$ cat src/rtl/pq_pkg.sv
// Shared definitions for the priority-queue front end.
//   PQ_CMD_PUSH / PQ_CMD_POP : encoding of q_write on the queue command port
//   grant_t                  : which side the arbiter served most recently
package pq_pkg;

    localparam logic PQ_CMD_PUSH = 1'b1;
    localparam logic PQ_CMD_POP  = 1'b0;

    typedef enum logic {
        GRANT_POP  = 1'b0,
        GRANT_PUSH = 1'b1
    } grant_t;

endpackage

$ cat src/rtl/pq_skid_buffer.sv
// Two-entry in-order buffer between the queue's pop response and the
// consumer stream.
//   clk, rst              : clock, asynchronous active-high reset
//   up_valid/up_ready/up_data : response side (from the queue)
//   dn_valid/dn_ready/dn_data : consumer side (head of buffer)
//   drain_ok              : buffer will be empty after this cycle, i.e. a
//                           newly issued pop cannot collide with held data
module pq_skid_buffer
    import pq_pkg::*;
#(
    parameter int DATA_LENGTH = 32
) (
    input  logic                   clk,
    input  logic                   rst,
    input  logic                   up_valid,
    output logic                   up_ready,
    input  logic [DATA_LENGTH-1:0] up_data,
    output logic                   dn_valid,
    input  logic                   dn_ready,
    output logic [DATA_LENGTH-1:0] dn_data,
    output logic                   drain_ok
);

    logic       wr_ptr_reg;
    logic       rd_ptr_reg;
    logic [1:0] count_reg;
    logic       wr_en;
    logic       rd_en;

    assign up_ready = (count_reg != 2'd2);
    assign dn_valid = (count_reg != 2'd0);
    assign wr_en    = up_valid && up_ready;
    assign rd_en    = dn_valid && dn_ready;

    // A lone head entry that leaves this cycle counts as empty, so the
    // arbiter can overlap the next pop with the current hand-off.
    assign drain_ok = (count_reg == 2'd0) || ((count_reg == 2'd1) && dn_ready);

    generate
        for (genvar gi = 0; gi < 2; gi++) begin : g_entry
            logic [DATA_LENGTH-1:0] data_reg;
            always_ff @(posedge clk or posedge rst) begin
                if (rst) begin
                    data_reg <= '0;
                end else if (wr_en && (wr_ptr_reg == 1'(gi))) begin
                    data_reg <= up_data;
                end
            end
        end
    endgenerate

    assign dn_data = rd_ptr_reg ? g_entry[1].data_reg : g_entry[0].data_reg;

    always_ff @(posedge clk or posedge rst) begin
        if (rst) begin
            wr_ptr_reg <= 1'b0;
            rd_ptr_reg <= 1'b0;
            count_reg  <= 2'd0;
        end else begin
            if (wr_en) begin
                wr_ptr_reg <= ~wr_ptr_reg;
            end
            if (rd_en) begin
                rd_ptr_reg <= ~rd_ptr_reg;
            end
            case ({wr_en, rd_en})
                2'b10:   count_reg <= count_reg + 2'd1;
                2'b01:   count_reg <= count_reg - 2'd1;
                default: count_reg <= count_reg;
            endcase
        end
    end

endmodule

$ cat src/rtl/pq_frontend.sv
// Stream front end for an external priority queue: arbitrates producer
// pushes against consumer pops, tracks the one-cycle pop response, keeps an
// occupancy count and a sticky protocol-error flag.
//   clk, rst                           : clock, asynchronous active-high reset
//   s_valid/s_ready/s_data             : producer push stream
//   m_valid/m_ready/m_data             : consumer pop stream (smallest first)
//   q_valid_cmd/q_write/q_data_cmd     : command to the queue (1=push, 0=pop)
//   q_full/q_empty                     : queue flags for the current command
//   q_rvalid/q_rdata                   : pop response, one cycle after pop
//   o_count                            : elements held in the queue
//   o_err                              : sticky response-protocol error
module pq_frontend
    import pq_pkg::*;
#(
    parameter int DATA_LENGTH = 32,
    parameter int QUEUE_DEPTH = 32
) (
    input  logic                         clk,
    input  logic                         rst,
    input  logic                         s_valid,
    output logic                         s_ready,
    input  logic [DATA_LENGTH-1:0]       s_data,
    output logic                         m_valid,
    input  logic                         m_ready,
    output logic [DATA_LENGTH-1:0]       m_data,
    output logic                         q_valid_cmd,
    output logic                         q_write,
    output logic [DATA_LENGTH-1:0]       q_data_cmd,
    input  logic                         q_full,
    input  logic                         q_empty,
    input  logic                         q_rvalid,
    input  logic [DATA_LENGTH-1:0]       q_rdata,
    output logic [$clog2(QUEUE_DEPTH):0] o_count,
    output logic                         o_err
);

    localparam int CW = $clog2(QUEUE_DEPTH) + 1;

    grant_t        last_grant_reg;
    logic          in_flight_reg;
    logic          guard_reg;
    logic          err_reg;
    logic [CW-1:0] count_reg;

    logic push_eligible;
    logic pop_eligible;
    logic push_issue;
    logic pop_issue;
    logic rsp_valid;
    logic skid_up_ready;
    logic skid_drain_ok;

    // Commands are suppressed while reset is held so the queue never sees
    // a request from an uninitialised arbiter.
    assign push_eligible = !rst && s_valid && !q_full;
    assign pop_eligible  = !rst && m_ready && !q_empty && skid_drain_ok && !in_flight_reg;

    always_comb begin
        push_issue = 1'b0;
        pop_issue  = 1'b0;
        if (push_eligible && pop_eligible) begin
            if (last_grant_reg == GRANT_POP) begin
                push_issue = 1'b1;
            end else begin
                pop_issue = 1'b1;
            end
        end else if (push_eligible) begin
            push_issue = 1'b1;
        end else if (pop_eligible) begin
            pop_issue = 1'b1;
        end
    end

    assign q_valid_cmd = push_issue || pop_issue;
    assign q_write     = push_issue ? PQ_CMD_PUSH : PQ_CMD_POP;
    assign q_data_cmd  = push_issue ? s_data : '0;
    assign s_ready     = push_issue;

    // Only responses we asked for enter the buffer; strays just flag an error.
    assign rsp_valid = q_rvalid && in_flight_reg;

    pq_skid_buffer #(
        .DATA_LENGTH (DATA_LENGTH)
    ) u_skid (
        .clk      (clk),
        .rst      (rst),
        .up_valid (rsp_valid),
        .up_ready (skid_up_ready),
        .up_data  (q_rdata),
        .dn_valid (m_valid),
        .dn_ready (m_ready),
        .dn_data  (m_data),
        .drain_ok (skid_drain_ok)
    );

    always_ff @(posedge clk or posedge rst) begin
        if (rst) begin
            last_grant_reg <= GRANT_POP;
            in_flight_reg  <= 1'b0;
            guard_reg      <= 1'b1;
            err_reg        <= 1'b0;
            count_reg      <= '0;
        end else begin
            // guard_reg masks stray responses left over from before reset
            // during the first cycle after release.
            guard_reg <= 1'b0;

            if (push_issue) begin
                last_grant_reg <= GRANT_PUSH;
            end else if (pop_issue) begin
                last_grant_reg <= GRANT_POP;
            end

            // Pops are never back to back, so the flag lives exactly one cycle.
            in_flight_reg <= pop_issue;

            if (push_issue) begin
                count_reg <= count_reg + CW'(1);
            end else if (pop_issue) begin
                count_reg <= count_reg - CW'(1);
            end

            if ((q_rvalid && !in_flight_reg && !guard_reg) ||
                (in_flight_reg && !q_rvalid) ||
                (rsp_valid && !skid_up_ready)) begin
                err_reg <= 1'b1;
            end
        end
    end

    assign o_count = count_reg;
    assign o_err   = err_reg;

endmodule
$ cat config.mk
export PLATFORM = sky130hd
export DESIGN_NAME = pq_frontend
export DESIGN_NICKNAME = d
export VERILOG_FILES = /design/src/rtl/pq_pkg.sv /design/src/rtl/pq_skid_buffer.sv /design/src/rtl/pq_frontend.sv
export SDC_FILE = /design/constraint.sdc
export NUM_CORES = 1
export LEC_CHECK = 0
export CORE_MARGIN = 2
export CORE_UTILIZATION = 47
export DETAILED_ROUTE_END_ITERATION = 12
export HOLD_SLACK_MARGIN = 0.06
export PLACE_DENSITY = 0.86
export SYNTH_ARGS = -nofsm -noshare
export SYNTH_HDL_FRONTEND = slang
export SYNTH_SLANG_ARGS = --single-unit
$ cat constraint.sdc
create_clock -name clk -period 3.9 [get_ports clk]
set_input_delay 0.78 -clock clk [delete_from_list [all_inputs] [get_ports clk]]
set_output_delay 0.78 -clock clk [all_outputs]
set_load 0.01 [all_outputs]
==> results.md, run 1 <==
Detailed routing:
- For this block, the routed nets add up to just under 9000 µm of wire.
- The first-pass detailed-route iteration total is 4.
- The count of nets left with antenna violations once routing finished came out at 0.
- The final routed wire length divided by cell count is about 16 µm.
- For this block, the initial DRC count from the detailed router was 48.
- The number of remaining DRC errors is 0.
- The overall via count from detail_route is 2640.
- Using the TritonRoute via totals, the vias-per-cell ratio works out to roughly 5.0.

STA:
- The count of endpoints failing setup in the final report is 0.
- The clock skew is roughly 12 ps.
- Static timing analysis puts the maximum clock frequency at about 270 MHz.
- The final number of max-transition violations is 0.
- The final critical path takes up between 90% and 100% of the cycle.
- The final critical delay including setup and external delays is ~3700 ps.
- After routing, the total negative slack on setup checks comes to 0 ps.
- Setup repair after global routing left no endpoint under its margin.
- The final count of hold timing violations is 0.

Yosys:
- The post-synthesis instance area is around 3700 µm².
- During synthesis, Yosys emitted a total of 0 warnings.
- After synthesis, the netlist uses 33 different library cells.
- Counting flops and latches in the post-synthesis netlist gives 78.
- Of all cell types, the one taking the most synthesized area is sky130_fd_sc_hd__dfrtp_1.
- The number of nets in the synthesized netlist is about 350.
- The cell count after synthesis is 272.
- Ranked by total cell area, the synthesized netlist is headed by sky130_fd_sc_hd__dfrtp_1 52%, sky130_fd_sc_hd__mux2_2 30%, sky130_fd_sc_hd__and2_1 5.4%.
- Summed over its instances, the top area cell type makes up a little over half of the synthesized netlist area.
- The synthesized area per cell is between 10 and 15 µm².
- The register area share after synthesis is 53.0%.

Worst setup path:
- The highest fanout seen on the critical path is 36.
- Data on the critical path is required at its endpoint by ~3100 ps.
- The worst setup path is launched from a primary input.
- Among the stages of the critical path, the cell type that occurs most often is sky130_fd_sc_hd__clkdlybuf4s50_1.
- Traced cell by cell, the critical path runs through clkdlybuf4s50_1 > or3b_4 > a31o_4 > inv_2 > buf_12 > and2_1 > clkdlybuf4s50_1.
- By startpoint and endpoint, the worst setup path is classified as primary input to primary output.
- The cell family contributing the most delay on the critical path is buffers and inverters.
- The number of buffers and inverters on the critical path is 4.
- STA classifies the critical path endpoint as a primary output.
- On the worst path, the slowest cell contributes a delay of 540 ps.
- Data on the critical path arrives at its endpoint at roughly 2900 ps.
- On the critical path, the stage with the largest delay is an instance of sky130_fd_sc_hd__clkdlybuf4s50_1.

GRT:
- The total track usage is roughly 22%.
- Global routing finished with a remaining overflow of 0.
- The number of antenna violations at the first check in global routing is 0.
- The global-route wire length before repair is approximately 14000 µm.
- Entering global routing, the biggest net connects 38 pins.
- The number of global-route vias before repair is 2983.

CTS:
- Clock tree synthesis selected as its root buffer the cell sky130_fd_sc_hd__clkbuf_8.
- The count of cells resized by post-cts repair is 0.
- The clock latency of the later-clocked register in the worst-skew pair is roughly 350 ps.
- The number of buffers on the longest clock path is 2.
- The number of hold buffers added after cts is 0.
- The H-tree was split into 3 levels.
- Buffers inserted during clock tree synthesis total 9.
- The clock tree from TritonCTS is done.
- The count of clock tree sinks is around 80.
- Once the clock tree was built, the setup fixing pass inserted 0 buffers.
- The clock transition time at the flip-flop clock pins of the worst setup and hold paths is about 70 ps.

Floorplan:
- The core region is between 7000 and 8000 µm².
- The number of cell rows is 32.
- The effective utilization at floorplan is 48.2%.
- The chip width is roughly 93 µm.
- The die height is 92.6 µm.
- The top-level port count is around 150.
- The die outline area is ~8600 µm².

Pwr:
- The worst vdd rail ir drop is between 0.3 and 0.4 mV.
- The relative contribution of the clock network to total power is 22.9%.
- The switching power summed over all nets is roughly 1.1 mW.
- The net switching share of the total power is between 20% and 30%.
- The combinational share of power is 41.1%.
- Per report_power, the sequential group accounts for 36.0% of the total.
- The areal power density over the cells is approximately 670 nW/µm².
- The leakage dissipation is approximately 2.5 nW.
- Internal power comes to roughly 2.7 mW.

Cells and area:
- The register with the most flip-flops in the layout has 64 of them.
- The number of fill cells in the layout is 519.
- The fraction of layout cells with a size suffix above 1 is 30.4%.
- Relative to the synthesized area, the layout overhead comes to 51.1%.
- The count of antenna diodes in the layout is 0.
- At the end of the flow the core is filled with cells to between 70% and 80%.
- At the end of the flow, the number of nets in the layout was about 500.

Placement:
- The HPWL after detailed placement is 6500 µm.
- At the end of routability-driven placement, the weighted congestion stood at between 0.7 and 0.8.
- The quantity of I/O buffers inserted on ports is 145.

Run status:
- The flow ran to the end, and the final reports show no timing, DRC or antenna violations.

Hold path:
- The min-delay analysis places its worst path in the category flop to flop.

Flow run:
- The number of maximum-capacitance constraint violations is 0.
per-layer routing:
layer	global-route usage (%)	vias up	part of all wire, %
li1	-	1243	-
met1	24.3	1282	40
met2	39.6	106	53
met3	5.13	9	5.4
met4	8.96	0	1.5
met5	0	-	0
final timing paths:
check | start | to | slack (ps) | depth (start not counted)
hold reg to reg | o_count[5] | o_count[5] | 480 | 1
setup / recovery | rst | q_data_cmd[27] | 240 | 7
setup reg to reg | u_skid.count_reg[0] | o_count[4] | 1190 | 11
min in group asynchronous | rst | u_skid.g_entry[1].data_reg[26] | 800 | 2
max in group asynchronous | rst | u_skid.g_entry[1].data_reg[18] | 2340 | 3
hold / removal | o_count[5] | o_count[5] | 480 | 1
synthesized netlist by cell type:
cell type	number
sky130_fd_sc_hd__mux2_2	97
sky130_fd_sc_hd__dfrtp_1	77
sky130_fd_sc_hd__and2_1	32
sky130_fd_sc_hd__clkbuf_1	9
sky130_fd_sc_hd__xnor2_1	6
sky130_fd_sc_hd__ha_1	5
sky130_fd_sc_hd__inv_1	5
sky130_fd_sc_hd__buf_2	4
sky130_fd_sc_hd__nand2_1	4
sky130_fd_sc_hd__xor2_1	4
sky130_fd_sc_hd__nand3_1	2
sky130_fd_sc_hd__nor2_1	2
sky130_fd_sc_hd__nor2b_1	2
sky130_fd_sc_hd__o21ai_0	2
sky130_fd_sc_hd__or2_2	2
sky130_fd_sc_hd__or3_1	2
sky130_fd_sc_hd__a21o_1	1
sky130_fd_sc_hd__a31o_4	1
sky130_fd_sc_hd__buf_4	1
sky130_fd_sc_hd__conb_1	1
sky130_fd_sc_hd__dfstp_2	1
sky130_fd_sc_hd__inv_2	1
sky130_fd_sc_hd__nand2b_1	1
sky130_fd_sc_hd__nand3b_1	1
sky130_fd_sc_hd__nand4b_1	1
sky130_fd_sc_hd__nor4b_2	1
sky130_fd_sc_hd__o211ai_1	1
sky130_fd_sc_hd__o22a_2	1
sky130_fd_sc_hd__o22ai_1	1
sky130_fd_sc_hd__o2bb2ai_1	1
sky130_fd_sc_hd__o32a_1	1
sky130_fd_sc_hd__or3b_4	1
sky130_fd_sc_hd__or4_1	1
cells by family (layout without fill, tap and decap cells):
logic type                 count (synthesis)  count (layout)  share of synthesized area (%)
AOI/OAI and AO/OA                          9               9                           2.10
xor gates and xnor gates                  10              10                           2.38
adders and majority gates                  5               5                           1.70
buffers and inverters                     20             175                           2.27
DFF                                       78              78                           53.0
muxes                                     97              97                           29.6
other                                      1               1                          0.102
and+or+nand+nor                           52              52                           8.86
through the flow:
stage	worst slack (ps)	hold slack, ps	std cells	power (mW)	cell area [µm²]
floorplan	1090	468	272	2.14	3690
finish	243	482	529	3.71	5570
CTS	238	487	529	3.74	5570
global placement	271	453	513	2.82	5290
detailed placement	239	477	513	2.89	5290
global route	155	511	529	3.92	5570
placed cells by master (no fill, tap or decap), drive strengths merged, types with 2 or more instances in the layout:
cell type,synthesis,layout
ha,5,5
and2,32,32
o21ai,2,2
clkdlybuf4s50,0,145
or2,2,2
buf,5,8
inv,6,5
mux2,97,97
dfrtp,77,77
nand2,4,4
xnor2,6,6
nor2,2,2
xor2,4,4
nand3,2,2
nor2b,2,2
or3,2,2
bufinv,0,5
clkbuf,9,10
cell type report:
| cell class | instances | area, µm² | share of cell area (%) |
|---|---|---|---|
| timing repair buffer | 153 | 1520 | 27.4 |
| inverter | 6 | 23.8 | 0.427 |
| sequential | 78 | 1950 | 35.1 |
| clock inverter | 6 | 158 | 2.83 |
| clock buffer | 10 | 128 | 2.29 |
| tap | 102 | 128 | 2.29 |
| multi-input combinational | 174 | 1660 | 29.8 |
worst register-to-register path, delay by kind of cell (launching register included):
| kind | cells | cell delay, ps |
|---|---|---|
| simple gates | 2 | 760 |
| buf+inv | 3 | 300 |
| xor+xnor | 2 | 190 |
| flops | 1 | 390 |
| compound gates | 2 | 510 |
| fa+ha+maj | 2 | 440 |
power by group through the flow:
| stage | Clock (mW) | Combinational, mW | Sequential [mW] |
|---|---|---|---|
| 2_1_floorplan | 0 | 0.843 | 1.30 |
| 3_3_place_gp | 0 | 1.50 | 1.32 |
| 3_5_place_dp | 0 | 1.54 | 1.35 |
| 4_1_cts | 0.858 | 1.55 | 1.34 |
| 5_1_grt | 0.896 | 1.64 | 1.38 |
| 6_report | 0.848 | 1.53 | 1.33 |
Power figures use the tool's default switching activity.
==> run 2: changes to the inputs <==
Settings changed: CORE_UTILIZATION 47 to 48, SYNTH_HIERARCHICAL set to 1.
==> results.md, run 2 <==
Run status:
- The flow ran to the end, and the final reports show no timing, DRC or antenna violations.

Pwr:
- The power share of the sequential group is 39.0% (+3.0 points).
- The worst vdd rail ir drop is 0.256 mV (-22%).
- The combinational share of power is 44.8% (+3.7 points).
- The leakage dissipation came to 2.48 nW (+0.81%).
- The switching power summed over all nets is 1.14 mW (+8.9%).
- The relative contribution of the clock network to total power came to 16.2% (-6.7 points).
- The internal power contribution is 2.58 mW (-2.8%).
- The net switching share of the total power was 30.7% (+2.4 points).
- The areal power density over the cells is 667 nW/µm² (+0.22%).

Worst setup path:
- The startpoint of the worst-slack reg-to-reg timing path is u_skid/count_reg[0].
- The critical path is of the primary input to primary output type.
- The signal arrival time at the worst endpoint is 2880 ps (about the same).
- The launch point of the critical path is s_valid.
- STA classifies the critical path endpoint as a primary output.
- The critical path startpoint category is a primary input.
- The required time of the worst setup path is 3120 ps (about the same).
- The highest fanout seen on the critical path is 31 (-14%).

Yosys:
- The xor and xnor fraction of the mapped netlist area came to 2.29% (-0.081 points).
- Yosys instantiated no cell more often than sky130_fd_sc_hd__mux2_2.
- The number of enable flip-flop cells after synthesis is 0 (unchanged).
- The number of warnings issued by yosys is 6 (+6).
- The adder-cell share of the synthesized area is 1.64% (-0.058 points).
- The proportion of synthesized flip-flops having asynchronous set or reset came to 100% (unchanged).
- The post-synthesis instance area is 3820 µm² (+3.5%).
- The synthesized area per cell is 13.6 µm² (+0.57%).
- The area fraction in compound gates after synthesis came to 2.10% (-0.0062 points).
- The number of nets in the synthesized netlist is 356 (+2.3%).
- Among all flip-flop cells after synthesis, the most frequent one is sky130_fd_sc_hd__dfrtp_1.
- By area the synthesized netlist is led by sky130_fd_sc_hd__dfrtp_1 50%, sky130_fd_sc_hd__mux2_2 27%, sky130_fd_sc_hd__and2_1 5.4%.
- After synthesis, the largest family of logic cells by area is multiplexers.
- The multiplexer fraction of the synthesized cell area is 28.6% (-1.0 points).
- Ranked by instance count, the synthesized netlist is headed by 93 x sky130_fd_sc_hd__mux2_2, 77 x sky130_fd_sc_hd__dfrtp_1, 33 x sky130_fd_sc_hd__and2_1.
- The count of state elements after synthesis is 78 (unchanged).
- The share of synthesized cell area in and, or, nand and nor gates is 10.8% (+1.9 points).
- The register area share after synthesis is 51.2% (-1.8 points).
- The fraction of post-synthesis cell area in the top cell type by area came to 50.5% (-1.8 points).
- The largest area contributor in the synthesized netlist is sky130_fd_sc_hd__dfrtp_1.
- The number of distinct library cells after synthesis is 40 (+21%).
- The cell count after synthesis is 280 (+2.9%).

STA:
- The final count of hold timing violations was 0 (unchanged).
- The fmax was 273 MHz (-0.20%).
- The final clock period utilization by the worst path is 94.0% (+0.19 points).
- The final critical delay including setup and external delays was 3660 ps (+7.29 ps).
- The worst-case setup margin in the final layout is 235 ps (-7.29 ps).
- Setup repair after global routing left no endpoint under its margin.
- The final number of max-transition violations was 0 (unchanged).
- The worst slew margin relative to its limit is between 50% and 60%.
- The clock skew was 12.2 ps (+0.224 ps).
- The count of endpoints failing setup in the final report is 0 (unchanged).
- The slew at the pin closest to its max-slew limit is 722 ps.
- The aggregate negative setup slack was 0 ps (unchanged).

Floorplan:
- The die outline area is 8680 µm² (+1.3%).
- The effective utilization at floorplan is 49.4% (+1.2 points).
- The number of cell rows is 32 (unchanged).
- The die height was 93.2 µm (+0.65%).
- The area of the core is 7730 µm² (+1.0%).
- The top-level port count is 146 (unchanged).
- The chip width is 93.2 µm (+0.65%).

CTS:
- The total number of H-tree levels is 3 (unchanged).
- The number of clock buffers inserted by TritonCTS is 9 (unchanged).
- The number of buffers on the longest clock path was 2 (unchanged).
- The clock root buffer is sky130_fd_sc_hd__clkbuf_8.
- TritonCTS built the clock tree.
- The count of clock tree sinks is 78 (unchanged).
- The number of hold buffers added after cts is 0 (unchanged).
- The clock latency of the later-clocked register in the worst-skew pair came to 340 ps (about the same).
- The clock transition time at the flip-flop clock pins of the worst setup and hold paths was 80 ps (about the same).
- The setup fix buffers added after clock tree synthesis is 0 (unchanged).
- The count of cells resized by post-cts repair is 0 (unchanged).

Cells and area:
- The fraction of layout cells with a size suffix above 1 is 29.2% (-1.2 points).
- The post-route non-filler standard cell count came to 537 (+1.5%).
- The count of antenna diodes in the layout is 0 (unchanged).
- The flip-flop count of the largest register after layout came to 64 (unchanged).
- The final design utilization was 72.3% (-0.54 points).
- The number of nets in the finished design is 506 (+1.6%).
- The area growth from synthesis to final layout is 46.4%.
- The summed area of non-filler cells in the final layout is 5590 µm² (+0.29%).
- In the layout the commonest cells are 145 x sky130_fd_sc_hd__clkdlybuf4s50_1, 93 x sky130_fd_sc_hd__mux2_2, 77 x sky130_fd_sc_hd__dfrtp_1, 33 x sky130_fd_sc_hd__and2_1, 10 x sky130_fd_sc_hd__clkbuf_8.
- The leading cell type in the layout, fill and taps excluded is sky130_fd_sc_hd__clkdlybuf4s50_1.
- The number of fill cells in the layout is 535 (+3.1%).

Detailed routing:
- The total routed wirelength came to 8840 µm (+1.7%).
- The remaining antenna violation count after routing is 0 (unchanged).
- The first-pass detailed-route iteration total came to 7 (+3).
- The overall via count from detail_route is 2704 (+2.4%).
- The number of remaining DRC errors is 0 (unchanged).
- The detailed-route vias per instance is 5.04 (+0.90%).
- The final routed wire length divided by cell count is 16.5 µm (+0.22%).
- The initial DRC count is 60 (+25%).

Placement:
- The worst-case setup slack after placement is 243 ps (+4.15 ps).
- The post-DP HPWL is 6560 µm (+0.82%).
- The cell area after placement is 5380 µm² (+1.8%).
- The instance count after placement with tap cells included came to 521 (+1.6%).
- The final estimated routing congestion in global placement is 0.918 (+18%).
- The quantity of I/O buffers inserted on ports was 145 (unchanged).

GRT:
- The number of antenna violations at the first check in global routing came to 0 (unchanged).
- The global-route wire length before repair came to 14000 µm (-0.98%).
- The remaining global-route overflow is 0 (unchanged).
- The total track usage is 20.8% (-0.91 points).
- The number of global-route vias before repair is 2922 (-2.0%).
- The largest net degree at the start of global routing was 36 (-5.3%).

Flow run:
- The number of maximum-capacitance constraint violations is 0 (unchanged).

Hold path:
- The startpoint of the most critical hold path is o_err.
- The type of the worst min-delay path is flop to flop.
## run 2: cell types whose count changed in the layout (fill, tap and decap cells not counted), moves of 2 or more
cell                         delta
sky130_fd_sc_hd__a21oi_1        +3
sky130_fd_sc_hd__mux2_1         +4
sky130_fd_sc_hd__clkinvlp_4     +3
sky130_fd_sc_hd__nor3b_4        +2
sky130_fd_sc_hd__mux2_2         -4
sky130_fd_sc_hd__nor4_1         +2
sky130_fd_sc_hd__inv_1          +2
sky130_fd_sc_hd__bufinv_16      -4
sky130_fd_sc_hd__and3_1         +2
## run 2: path summary, 6_finish.rpt
path	cells after the start	slack (ps)	endpoint
max	6	240	q_data_cmd[9]
min	1	480	o_err
max reg2reg	14	1220	o_count[4]
min reg2reg	1	480	o_err
max in group asynchronous	4	2140	u_skid/g_entry[1].data_reg[17]
min in group asynchronous	3	880	in_flight_reg
## run 2: layout make-up
cell class | instances | area [µm²] | area share, %
Clock buffer | 10 | 138 | 2.46
Clock inverter | 6 | 68.8 | 1.23
Inverter | 7 | 26.3 | 0.470
Multi-Input combinational cell | 181 | 1740 | 31.1
Sequential cell | 78 | 1950 | 35.0
Tap cell | 102 | 128 | 2.28
Timing Repair Buffer | 153 | 1540 | 27.5
## run 2: cell families (layout without fill, tap and decap cells)
family | count (synthesis) | in the layout
AND/OR/NAND/NOR | 58 | 58
adder cells (fa/ha/maj) | 5 | 5
flip-flops | 78 | 78
other | 1 | 1
XOR/XNOR | 10 | 10
multiplexers | 97 | 97
AO/OA/AOI/OAI | 10 | 10
buffers and inverters | 21 | 176
## run 2: per-layer routing
layer / up-vias / GRT usage [%] / share of wire, %
li1: 1267 / - / -
met1: 1318 / 26.3 / 43
met2: 110 / 34.2 / 49
met3: 9 / 6.93 / 7.7
met4: 0 / 6.13 / 0.85
met5: - / 0 / 0
## run 2: power groups by stage
stage          Clock, mW  Sequential [mW]  Combinational (mW)
2_1_floorplan          0             1.38               0.951
3_3_place_gp           0             1.43                1.65
3_5_place_dp           0             1.46                1.68
4_1_cts            0.620             1.45                1.69
5_1_grt            0.660             1.50                1.79
6_report           0.604             1.45                1.67
## run 2: per-stage QoR
step	hold slack (ps)	total power, mW
2_1_floorplan	454	2.33
3_3_place_gp	456	3.08
3_5_place_dp	461	3.14
4_1_cts	481	3.76
5_1_grt	501	3.95
6_report	476	3.73
## run 2: worst max-delay path, cell delays in order
cell and delay [ps]:
sky130_fd_sc_hd__clkdlybuf4s50_1 480, sky130_fd_sc_hd__or3b_1 430, sky130_fd_sc_hd__a31oi_4 290, sky130_fd_sc_hd__buf_12 200, sky130_fd_sc_hd__and2_1 150, sky130_fd_sc_hd__clkdlybuf4s50_1 540
